### config.mk
export PLATFORM = sky130hd
export DESIGN_NAME = pixel_readout_ctrl
export DESIGN_NICKNAME = d
export VERILOG_FILES = /design/src/rtl/pixel_pkg.sv /design/src/rtl/readout_obuf.sv /design/src/rtl/pixel_readout_ctrl.sv
export SDC_FILE = /design/constraint.sdc
export NUM_CORES = 1
export LEC_CHECK = 0
export BUFFER_PORTS_ARGS = -buffer_cell sky130_fd_sc_hd__buf_2
export CAP_MARGIN = 20
export CORE_MARGIN = 3
export CORE_UTILIZATION = 52
export DETAILED_ROUTE_END_ITERATION = 12
export PLACE_DENSITY = 0.89
export SLEW_MARGIN = 20
export SYNTH_ARGS = -nofsm -noshare
export SYNTH_HDL_FRONTEND = slang
export SYNTH_SLANG_ARGS = --single-unit
### constraint.sdc
create_clock -name clock_i -period 4.1 [get_ports clock_i]
set_clock_uncertainty 0.1 [all_clocks]
set_input_delay 0.82 -clock clock_i [delete_from_list [all_inputs] [get_ports clock_i]]
set_output_delay 0.82 -clock clock_i [all_outputs]
set_load 0.005 [all_outputs]
### src/rtl/pixel_pkg.sv
// Shared constants and state encoding for the pixel column readout sequencer.
package pixel_pkg;

   localparam int WORDW = 30;
   localparam int DEPTH = 256;
   localparam int ADDRW = 8;
   localparam int CNTW  = 9;

   typedef enum logic [1:0] {
      IDLE = 2'd0,
      SCAN = 2'd1,
      READ = 2'd2,
      DONE = 2'd3
   } state_e;

endpackage

### src/rtl/readout_obuf.sv
// One-entry valid/ready output register carrying data, source pixel and last flag.
module readout_obuf
   import pixel_pkg::*;
#(
   parameter int PIXW = 2
) (
   input  logic             clock_i,
   input  logic             reset_n_i,
   input  logic             load_i,
   input  logic [WORDW-1:0] data_i,
   input  logic [PIXW-1:0]  pix_i,
   input  logic             last_i,
   input  logic             ready_i,
   output logic             can_load_o,
   output logic             valid_o,
   output logic [WORDW-1:0] data_o,
   output logic [PIXW-1:0]  pix_o,
   output logic             last_o
);

   logic             valid_q, valid_d;
   logic [WORDW-1:0] data_q, data_d;
   logic [PIXW-1:0]  pix_q, pix_d;
   logic             last_q, last_d;

   // The slot is free when empty or when its current word leaves this cycle.
   assign can_load_o = !valid_q || ready_i;

   // Next-state of the output slot: a load replaces the word, a bare accept empties it.
   always_comb begin
      valid_d = valid_q;
      data_d  = data_q;
      pix_d   = pix_q;
      last_d  = last_q;
      if (load_i) begin
         valid_d = 1'b1;
         data_d  = data_i;
         pix_d   = pix_i;
         last_d  = last_i;
      end else if (ready_i) begin
         valid_d = 1'b0;
      end
   end

   // Output slot registers.
   always_ff @(posedge clock_i or negedge reset_n_i) begin
      if (!reset_n_i) begin
         valid_q <= 1'b0;
         data_q  <= '0;
         pix_q   <= '0;
         last_q  <= 1'b0;
      end else begin
         valid_q <= valid_d;
         data_q  <= data_d;
         pix_q   <= pix_d;
         last_q  <= last_d;
      end
   end

   assign valid_o = valid_q;
   assign data_o  = data_q;
   assign pix_o   = pix_q;
   assign last_o  = last_q;

endmodule

### src/rtl/pixel_readout_ctrl.sv
// Column sequencer: routes hits into per-pixel RAMs during acquisition and
// drains every non-empty pixel in order onto a valid/ready stream.
//
//   state | meaning
//   IDLE  | acquisition: accept hits, wait for start
//   SCAN  | test count of pixel p, one cycle per pixel
//   READ  | drive oe/addr of pixel p, stream its words
//   DONE  | wait for the final word to drain, then pulse done
module pixel_readout_ctrl
   import pixel_pkg::*;
#(
   parameter int NPIX = 4,
   parameter int PIXW = 2
) (
   input  logic             clock_i,
   input  logic             reset_n_i,
   input  logic             hit_valid_i,
   input  logic [PIXW-1:0]  hit_pix_i,
   input  logic [WORDW-1:0] hit_data_i,
   output logic             hit_ready_o,
   input  logic             start_i,
   output logic             busy_o,
   output logic             done_o,
   output logic [NPIX-1:0]  ovf_o,
   output logic [ADDRW-1:0] ram_addr_o,
   output logic [WORDW-1:0] ram_din_o,
   output logic [NPIX-1:0]  ram_we_o,
   output logic [NPIX-1:0]  ram_oe_o,
   input  logic [WORDW-1:0] ram_dout_i,
   output logic             out_valid_o,
   output logic [WORDW-1:0] out_data_o,
   output logic [PIXW-1:0]  out_pix_o,
   output logic             out_last_o,
   input  logic             out_ready_i
);

   localparam logic [NPIX-1:0] ONE   = NPIX'(1);
   localparam logic [PIXW-1:0] PLAST = PIXW'(NPIX - 1);

   state_e           state_q, state_d;
   logic [PIXW-1:0]  p_q, p_d;
   logic [ADDRW-1:0] rptr_q, rptr_d;
   logic [CNTW-1:0]  count_q [NPIX];
   logic [CNTW-1:0]  count_d [NPIX];
   logic [NPIX-1:0]  ovf_q, ovf_d;
   logic             done_q, done_d;

   logic             hit_fire;
   logic [CNTW-1:0]  hit_cnt;
   logic [CNTW-1:0]  cur_cnt;
   logic             rd_last;
   logic             obuf_load;
   logic             obuf_can_load;

   assign hit_ready_o = (state_q == IDLE) && reset_n_i;
   assign hit_fire    = hit_valid_i && hit_ready_o;
   assign hit_cnt     = count_q[hit_pix_i];
   assign cur_cnt     = count_q[p_q];
   // Count is never zero in READ, so the subtraction cannot wrap there.
   assign rd_last     = ({1'b0, rptr_q} == (cur_cnt - CNTW'(1)));

   // Next-state, counters and RAM bus drive; start is handled before the hit so
   // a hit dropped in the start cycle still leaves its overflow mark.
   always_comb begin
      state_d    = state_q;
      p_d        = p_q;
      rptr_d     = rptr_q;
      count_d    = count_q;
      ovf_d      = ovf_q;
      done_d     = 1'b0;
      ram_we_o   = '0;
      ram_oe_o   = '0;
      ram_addr_o = '0;
      ram_din_o  = '0;
      obuf_load  = 1'b0;
      case (state_q)
         IDLE: begin
            if (start_i) begin
               ovf_d   = '0;
               rptr_d  = '0;
               p_d     = '0;
               state_d = SCAN;
            end
            if (hit_fire) begin
               if (!hit_cnt[CNTW-1]) begin
                  ram_we_o           = ONE << hit_pix_i;
                  ram_addr_o         = hit_cnt[ADDRW-1:0];
                  ram_din_o          = hit_data_i;
                  count_d[hit_pix_i] = hit_cnt + CNTW'(1);
               end else begin
                  ovf_d[hit_pix_i] = 1'b1;
               end
            end
         end
         SCAN: begin
            if (cur_cnt != '0) begin
               state_d = READ;
            end else if (p_q == PLAST) begin
               state_d = DONE;
            end else begin
               p_d = p_q + PIXW'(1);
            end
         end
         READ: begin
            ram_oe_o   = ONE << p_q;
            ram_addr_o = rptr_q;
            if (obuf_can_load) begin
               obuf_load = 1'b1;
               rptr_d    = rptr_q + ADDRW'(1);
               if (rd_last) begin
                  count_d[p_q] = '0;
                  rptr_d       = '0;
                  if (p_q == PLAST) begin
                     state_d = DONE;
                  end else begin
                     p_d     = p_q + PIXW'(1);
                     state_d = SCAN;
                  end
               end
            end
         end
         DONE: begin
            if (obuf_can_load) begin
               state_d = IDLE;
               done_d  = 1'b1;
            end
         end
         default: state_d = IDLE;
      endcase
   end

   // Sequencer state, pointers, per-pixel counts and sticky overflow flags.
   always_ff @(posedge clock_i or negedge reset_n_i) begin
      if (!reset_n_i) begin
         state_q <= IDLE;
         p_q     <= '0;
         rptr_q  <= '0;
         ovf_q   <= '0;
         done_q  <= 1'b0;
         for (int i = 0; i < NPIX; i++) begin
            count_q[i] <= '0;
         end
      end else begin
         state_q <= state_d;
         p_q     <= p_d;
         rptr_q  <= rptr_d;
         ovf_q   <= ovf_d;
         done_q  <= done_d;
         for (int i = 0; i < NPIX; i++) begin
            count_q[i] <= count_d[i];
         end
      end
   end

   assign busy_o = (state_q != IDLE);
   assign done_o = done_q;
   assign ovf_o  = ovf_q;

   readout_obuf #(
      .PIXW (PIXW)
   ) u_obuf (
      .clock_i    (clock_i),
      .reset_n_i  (reset_n_i),
      .load_i     (obuf_load),
      .data_i     (ram_dout_i),
      .pix_i      (p_q),
      .last_i     (rd_last),
      .ready_i    (out_ready_i),
      .can_load_o (obuf_can_load),
      .valid_o    (out_valid_o),
      .data_o     (out_data_o),
      .pix_o      (out_pix_o),
      .last_o     (out_last_o)
   );

endmodule

==> flow_summary.ini <==
[run_status]
status = finished, final reports clean

[sta]
maxSlewViolCount = 0
fmax_mhz = 274
finalCritPeriodShare_pct = 89.0
tightest_slew_ns = 0.961
hold_slack_ns = 0.195
finalSetupViolations = 0
slew_headroom_pct = 36.0
setup_tns_ns = 0
hold_violations = 0
final.setup.worst_slack_ns = 0.451
rsz0062_at_grt = no
min_period_ns = 3.65

[yosys]
synthesis.area_mm2 = 0.00483
synth_area_leaders = dfrtp_1 45%, mux2_2 7.2%, o2bb2ai_1 6.3%, mux4_2 6.1%, and2_1 4.5%
synth_adder_area_share_pct = 3.11
synth_edf_count = 0
ys_ff_latch = 87
syn_nets = 496
synth_top_family_by_area = multiplexers
yosys_warnings = 0
synthXorXnorAreaFrac_pct = 3.08
postSynthAreaPerCell_um2 = 11.6
synth_flop_cell = dfrtp_1
synthArstFlopShare_pct = 100
synth_top_cell_by_area = dfrtp_1
yosysUniqueCellTypes = 44
yosysSeqAreaShare_pct = 45.1
yosys.area_share.simple_pct = 13.1
netlist_instances = 417
synthMuxAreaShare_pct = 17.7
synth_compound_area_share_pct = 14.6
synth_top_cell_area_share_pct = 45.1

[grt]
grt.total_usage_pct = 25.6
grt-ovfl-total = 0
grt_pass1_vias = 4079
antenna_found_initial = 0
grt_pass1_wl_um = 20500
grt_max_degree = 78

[clocking]
hold_buffers = 0
cts_resized = 0
cts.clk_slew.worst_paths_ns = 0.09
h-tree-depth = 3
cts_tree = yes
cts_buffer_depth = 2
cts-root-buf = clkbuf_8
cts.sinks = 87
cts_buffers = 9
cts_setup_buffers = 0
clock_latency_ns = 0.36

[placement]
routabilityCongestion = 0.989
post-place-ws_ns = 0.516
hpwl_um = 10100
port_buffers = 153

[run]
maxCapViolations = 0

[die]
rows = 34
die_w_um = 102
die_h_um = 102
io_pins = 154
start_util_pct = 54.3
die-area_mm2 = 0.0105
coreArea_mm2 = 0.00889

[worst_setup_path]
endpoint_kind = flip-flop
critPathMaxStageDelay_ns = 0.69
arrival_ns = 3.78
crit_type = flip-flop to flip-flop
path_max_fanout = 10
slowest_stage = mux4_1
cp.required_ns = 4.23
cp-start-kind = flip-flop
crit_chain = buf_4, mux4_1, or3_1, nor4_1, o221ai_2, a2111oi_4, o22ai_2, a32o_1

[worst_hold_path]
hold_path.class = input port to async pin

[pwr]
pwr-share-seq_pct = 39.6
pwr-share-clk_pct = 17.0
p_leak_nw = 2.88
p_comb_share_pct = 43.4
switchingPower_mw = 1.15
p_total_mw = 3.14
p_int_mw = 1.98
p_per_area_mw_per_mm2 = 533
ir_drop_v = 0.000356
switching_share_pct = 36.8

[final_layout]
layout_commonest_cell = buf_2
drive_above_1_share_pct = 41.1
finish.utilization_pct = 66.2
final_net_count = 647
diodes = 0
area_growth_pct = 21.8
final_cell_mix = 152 x buf_2, 87 x dfrtp_1, 35 x o2bb2ai_1, 35 x and2_1, 31 x mux2_2

[routing]
antenna_left = 0
vias_per_cell = 6.09
drc = 0
wl_um = 13100
first_pass_iters = 5
vias = 4141
wl_per_cell_um = 19.3
drt_first_iter_violations = 346
## through the flow
| step | area [um^2] | instances |
|---|---|---|
| detailed placement | 5720 | 665 |
| global placement | 5720 | 665 |
| finish | 5880 | 680 |
| global route | 5880 | 680 |
| floorplan | 4830 | 417 |
| CTS | 5880 | 680 |
## power groups by stage
stage	clock (mW)	combinational (mW)	sequential (mW)
floorplan	0	0.899	1.24
global placement	0	1.30	1.24
detailed placement	0	1.35	1.26
CTS	0.540	1.36	1.24
global route	0.583	1.49	1.27
finish	0.533	1.36	1.24
## cells by family (layout without fill, tap and decap cells)
kind of cell / after synthesis / count (layout)
AO/OA/AOI/OAI: 85 / 85
AND/OR/NAND/NOR: 120 / 120
adder cells (fa/ha/maj): 12 / 12
flip-flops: 87 / 87
buffers and inverters: 39 / 194
XOR/XNOR: 17 / 17
multiplexers: 57 / 57
## state kept, by name, summed over array words and instances (netlist names)
name,count
p_q,2
count_q,36
u_obuf.pix_o,2
u_obuf.data_o,30
done_o,1
rptr_q,8
ovf_o,4
u_obuf.last_o,1
state_q,2
u_obuf.valid_o,1
## path summary, 6_finish.rpt
| check | start | endpoint | slack (ns) | cells after the start |
|---|---|---|---|---|
| min in group clock_i | u_obuf.pix_o[0] | u_obuf.pix_o[0] | 0.40 | 2 |
| max in group asynchronous | reset_n_i | count_q[28] | 2.52 | 2 |
| worst max register to register | p_q[0] | count_q[28] | 0.45 | 8 |
| worst min-delay path | reset_n_i | u_obuf.data_o[22] | 0.19 | 1 |
| worst max-delay path | p_q[0] | count_q[28] | 0.45 | 8 |
| worst min register to register | u_obuf.pix_o[0] | u_obuf.pix_o[0] | 0.40 | 2 |
## cell usage after synthesis, drive strengths merged (10+ instances only)
library cell  instances
a22o                 10
and2                 35
clkbuf               18
dfrtp                87
ha                   12
inv                  12
mux2                 31
mux4                 18
nand2                30
nand3                11
nor2                 14
o21ai                11
o2bb2ai              35
xnor2                11
## layer usage
metal / global-route usage, % / share of wire [%]
met5: 0 / 0
met4: 12.5 / 3.5
met3: 5.05 / 7.3
met2: 41.8 / 51
met1: 32.7 / 38
## worst max-delay path: cells and delay by family, from the launching register on
family / cells / cell delay (ns)
AOI/OAI and AO/OA: 4 / 1.26
and+or+nand+nor: 2 / 0.73
muxes: 1 / 0.69
DFF: 1 / 0.49
buffers and inverters: 1 / 0.26
## layout make-up
cell class              count  area [um^2]
clock inverters             3         20.0
multi-input cells         291         2490
fillers                   674         3010
well taps                 108          135
flip-flops and latches     87         2180
repair buffers            166          866
clock buffers              12          145
inverters                  13         48.8
Note: power is estimated with default switching activity, not from simulation.
